$ cat config.mk
export PLATFORM = sky130hd
export DESIGN_NAME = ship_rom_arbiter
export DESIGN_NICKNAME = d
export VERILOG_FILES = /design/src/rtl/ship_rom_arbiter.sv
export SDC_FILE = /design/constraint.sdc
export NUM_CORES = 1
export LEC_CHECK = 0
export CORE_UTILIZATION = 26
export CTS_CLUSTER_SIZE = 24
export DETAILED_ROUTE_END_ITERATION = 8
export PLACE_DENSITY = 0.8
export SLEW_MARGIN = 5
export SYNTH_ARGS = -nofsm -noshare
export SYNTH_HDL_FRONTEND = slang
export SYNTH_SLANG_ARGS = --single-unit
$ cat constraint.sdc
create_clock -name clk -period 1.3 [get_ports clk]
set_clock_uncertainty 0.05 [all_clocks]
set_input_delay 0.26 -clock clk [delete_from_list [all_inputs] [get_ports clk]]
set_output_delay 0.26 -clock clk [all_outputs]
set_load 0.02 [all_outputs]
$ cat src/rtl/ship_rom_arbiter.sv
// Round-robin arbiter sharing the ship sprite ROM between the own-board (A) and enemy-board (B)
// renderers; tags each returned ROM line with the requester that asked for it.
module ship_rom_arbiter #(
  parameter bit         PRIO_RESET = 1'b0,
  parameter logic [6:0] IDLE_ADDR  = 7'h20
) (
  input  logic        clk,
  input  logic        rst_n,
  input  logic        req_a,
  input  logic [1:0]  type_a,
  input  logic [3:0]  row_a,
  output logic        gnt_a,
  output logic        line_valid_a,
  input  logic        req_b,
  input  logic [1:0]  type_b,
  input  logic [3:0]  row_b,
  output logic        gnt_b,
  output logic        line_valid_b,
  output logic [6:0]  rom_addr,
  input  logic [31:0] rom_data,
  output logic [31:0] line_data
);

  logic       elig_a, elig_b;
  logic       win_a, win_b;
  logic       ptr_q, ptr_d;
  logic [6:0] addr_d;
  logic [6:0] rom_addr_q;
  logic       gnt_a_q, gnt_b_q;
  logic       s1_valid_q, s1_id_q;
  logic       s2_valid_q, s2_id_q;

  // A requester still seeing its own grant is not eligible, preventing a double grant.
  always_comb begin
    elig_a = req_a & ~gnt_a_q;
    elig_b = req_b & ~gnt_b_q;
    win_a  = elig_a & (~elig_b | ~ptr_q);
    win_b  = elig_b & (~elig_a | ptr_q);

    ptr_d = ptr_q;
    if (win_a) begin
      ptr_d = 1'b1;
    end else if (win_b) begin
      ptr_d = 1'b0;
    end

    addr_d = IDLE_ADDR;
    if (win_a) begin
      addr_d = {type_a, 1'b0, row_a};
    end else if (win_b) begin
      addr_d = {type_b, 1'b0, row_b};
    end
  end

  always_ff @(posedge clk or negedge rst_n) begin
    if (!rst_n) begin
      ptr_q      <= PRIO_RESET;
      rom_addr_q <= IDLE_ADDR;
      gnt_a_q    <= 1'b0;
      gnt_b_q    <= 1'b0;
      s1_valid_q <= 1'b0;
      s1_id_q    <= 1'b0;
      s2_valid_q <= 1'b0;
      s2_id_q    <= 1'b0;
    end else begin
      ptr_q      <= ptr_d;
      rom_addr_q <= addr_d;
      gnt_a_q    <= win_a;
      gnt_b_q    <= win_b;
      s1_valid_q <= win_a | win_b;
      s1_id_q    <= win_b;
      // Stage 2 lines up with the ROM's registered output.
      s2_valid_q <= s1_valid_q;
      s2_id_q    <= s1_id_q;
    end
  end

  assign rom_addr     = rom_addr_q;
  assign gnt_a        = gnt_a_q;
  assign gnt_b        = gnt_b_q;
  assign line_valid_a = s2_valid_q & ~s2_id_q;
  assign line_valid_b = s2_valid_q & s2_id_q;
  assign line_data    = rom_data;

endmodule

# Word-level counts from Yosys, hierarchy flattened
# Index checks and enable logic that the tools add are counted.
# word_totals
out_inout_bits	43
regBits	13
inputBits	48
elab_cells	27
# classes
muxes	4
bitwise_logic	15
n_reduce_logical	1
# op_table
operator	n
7-bit two-way mux	2
1-bit AND	6
1-bit NOT	6
1-bit OR	3
1-bit two-way mux	2
2-bit nonzero test	1

# Logic depth before layout (Yosys ltp)
# depth
word_depth	7
ltp_mapped	4
ltp_nobuf	2

# Worst setup path before layout
# No wires, ideal clock.
# synth_timing
path_type	reg2reg
start	register, netlist name s1_id_q
end	register rom_addr_q[3], in the netlist rom_addr[3]
stages_incl_launch_ff	4
t_required_ns	1.107
path_buffers	1
arrival_ns	1.027
path_slack_ns	0.080
setup_ns	0.143
period_less_slack_ns	1.220
path_cell_list	dfrtp_1 and3b_1 clkbuf_1 o22ai_1
# synth_rtl
item	line	text
end signal, assigned	67	rom_addr_q <= addr_d;
end, declared	28	logic [6:0] rom_addr_q;

==> impl_metrics.env <==
export IMPL_cp_slowest_cell="dfrtp_1"
export IMPL_synth_common_cells="buf_4, dfrtp_1, nand3b_1"
export IMPL_post_drt_wl_per_cell_um=14.9
export IMPL_grt_pass1_wl_mm=2.64
export IMPL_holdWs_ns=0.249
export IMPL_grt_pass1_vias=588
export IMPL_min_period_ns=1.26
export IMPL_vias=519
export IMPL_crit_type="reg2out"
export IMPL_synth_most_common_cell="buf_4"
export IMPL_cts_tree="done"
export IMPL_area_growth_pct=11.0
export IMPL_yosys_area_top_type_share_pct=35.7
export IMPL_hold_class="in2async"
export IMPL_slew_violations=0
export IMPL_grt_start_max_net_pins=13
export IMPL_postPlaceCellArea_um2=847
export IMPL_crit_buf_inv=1
export IMPL_portBuffers=25
export IMPL_rsz0062_at_grt="true"
export IMPL_cap_violations=0
export IMPL_drive_gt1_share_pct=18.2
export IMPL_cp_slowest_stage_delay_ns=0.38
export IMPL_syn_nets=125
export IMPL_cts_max_path_buffers=2
export IMPL_total_power_mw=0.965
export IMPL_dp_slack_ns=-0.168
export IMPL_totalWireLength_mm=1.61
export IMPL_cts_buffers_inserted=3
export IMPL_globalplace_congestion=0.803
export IMPL_vdd_ir_drop_max_v=0.000487
export IMPL_synth_edf_count=0
export IMPL_firstDrtPassIters=4
export IMPL_coreArea_um2=2780
export IMPL_fmax_ghz=0.791
export IMPL_path_max_fanout=2
export IMPL_crit_required_ns=0.99
export IMPL_postRouteAntennaNets=0
export IMPL_syn_inst=77
export IMPL_status="finished clean"
export IMPL_synth_main_ff_cell="dfrtp_1"
export IMPL_finalWorstSetupSlack_ns=0.0359
export IMPL_root_buffer="clkbuf_4"
export IMPL_end_kind="output pin"
export IMPL_start_util_pct=27.8
export IMPL_finalHoldViolations=0
export IMPL_drt_iter0_markers=16
export IMPL_nNetsFinal=126
export IMPL_grt_use_total_pct=10.5
export IMPL_viasPerCell=4.81
export IMPL_dieArea_um2=3190
export IMPL_avgSynthCellArea_um2=10.0
export IMPL_synth_seq_cells=12
export IMPL_row_count=19
export IMPL_htree_num_levels=1
export IMPL_seq_area_frac_synth_pct=39.1
export IMPL_leakage_nw=0.382
export IMPL_clock_sinks=12
export IMPL_cts_clk_slew_worst_paths_ns=0.07
export IMPL_dp_hpwl_mm=1.25
export IMPL_cts_post_setup_buffers_inserted=0
export IMPL_clkLatencyLatePin_ns=0.26
export IMPL_synth_cell_types=18
export IMPL_crit_family="flip-flops"
export IMPL_fp_dieH_um=56.5
export IMPL_synthTopCellsByArea="dfrtp_1, buf_4, nand3b_1"
export IMPL_setup_violations=0
export IMPL_crit_path_start_kind="flip-flop"
export IMPL_fin_crit_sh_pct=97.2
export IMPL_fin_area_um2=857
export IMPL_powerDensity_nw_per_um2=1130
export IMPL_grt_ovfl_total=0
export IMPL_synth_top_area_cell="dfrtp_1"
export IMPL_syn_area_um2=772
export IMPL_fin_setup_tns_ns=0
export IMPL_ios=91
export IMPL_cp_arrival_ns=0.95
export IMPL_crit_path_cell_trace="dlygate4sd2_1"
export IMPL_grt_antenna_before_repair=0
export IMPL_post_route_drc_count=0
export IMPL_antenna_diode_count=0
export IMPL_fp_dieW_um=56.5
export IMPL_postSynth_asyncResetShare_pct=100
export IMPL_synth_warnings=0
flip-flops by register name, indices dropped and copies added, names as in the netlist:
signal,cells
gnt_a,1
s2_id_q,1
ptr_q,1
s2_valid_q,1
s1_id_q,1
rom_addr,6
s1_valid_q,1
stage by stage:
step	std cells	util [%]
finish	108	30.8
global route	108	30.8
CTS	108	30.5
detailed placement	104	30.5
global placement	104	30.5
floorplan	77	-
what timing repair did:
action	CTS	global route
endpoints found under the hold margin	0	0
hold buffers	0	0
gates resized for setup	19	3
setup endpoints to repair	10	3
final cells by class:
cell class	instances	area, um2
flip-flops and latches	12	302
multi-input cells	30	211
fillers	282	1920
repair buffers	31	279
clock buffers	4	26.3
well taps	31	38.8
kinds of logic after synthesis:
logic type      synth area share [%]
compound gates                  5.19
buf+inv                         33.5
flops                           39.1
mux                             1.30
other cells                    0.486
simple gates                    20.4
power by group:
| group | internal (mW) | leakage (nW) | switching, mW |
|---|---|---|---|
| Combinational | 0.149 | 0.220 | 0.148 |
| Sequential | 0.425 | 0.147 | 0.0199 |
| Clock | 0.118 | 0.0150 | 0.104 |
cells in the final DEF (no fill, tap or decap), drive strengths merged:
cell type / netlist / layout
o22ai: 5 / 5
buf: 34 / 9
or2b: 1 / 1
nor2: 2 / 2
clkbuf: 1 / 4
nand3b: 10 / 10
nand2b: 1 / 1
clkdlybuf4s15: 0 / 1
or3b: 2 / 2
conb: 1 / 1
dfrtp: 11 / 11
nand2: 1 / 1
nor2b: 2 / 2
and2: 1 / 1
dlygate4sd2: 0 / 6
dfstp: 1 / 1
nor3b: 1 / 1
clkdlybuf4s50: 0 / 15
mux2i: 1 / 1
and3b: 1 / 1
o22a: 1 / 1
path summary, 6_finish.rpt:
check	from	end	slack, ns	cells after the start
max in group asynchronous	rst_n	rom_addr[5]	0.72	2
setup / recovery	s1_id_q	gnt_b	0.04	1
hold reg to reg	s1_valid_q	s2_valid_q	0.31	0
hold / removal	rst_n	s2_id_q	0.25	2
setup reg to reg	s1_id_q	rom_addr[0]	0.06	3
min in group clk	s1_valid_q	s2_valid_q	0.31	0
per-layer routing:
layer / vias to the layer above / share of wire (%) / track usage (%)
met2: 43 / 51 / 18.8
met3: 14 / 14 / 2.76
li1: 222 / - / -
met5: - / 0 / 0
met1: 240 / 31 / 9.78
met4: 0 / 3.2 / 8.71
Note: power is estimated with default switching activity, not from simulation.
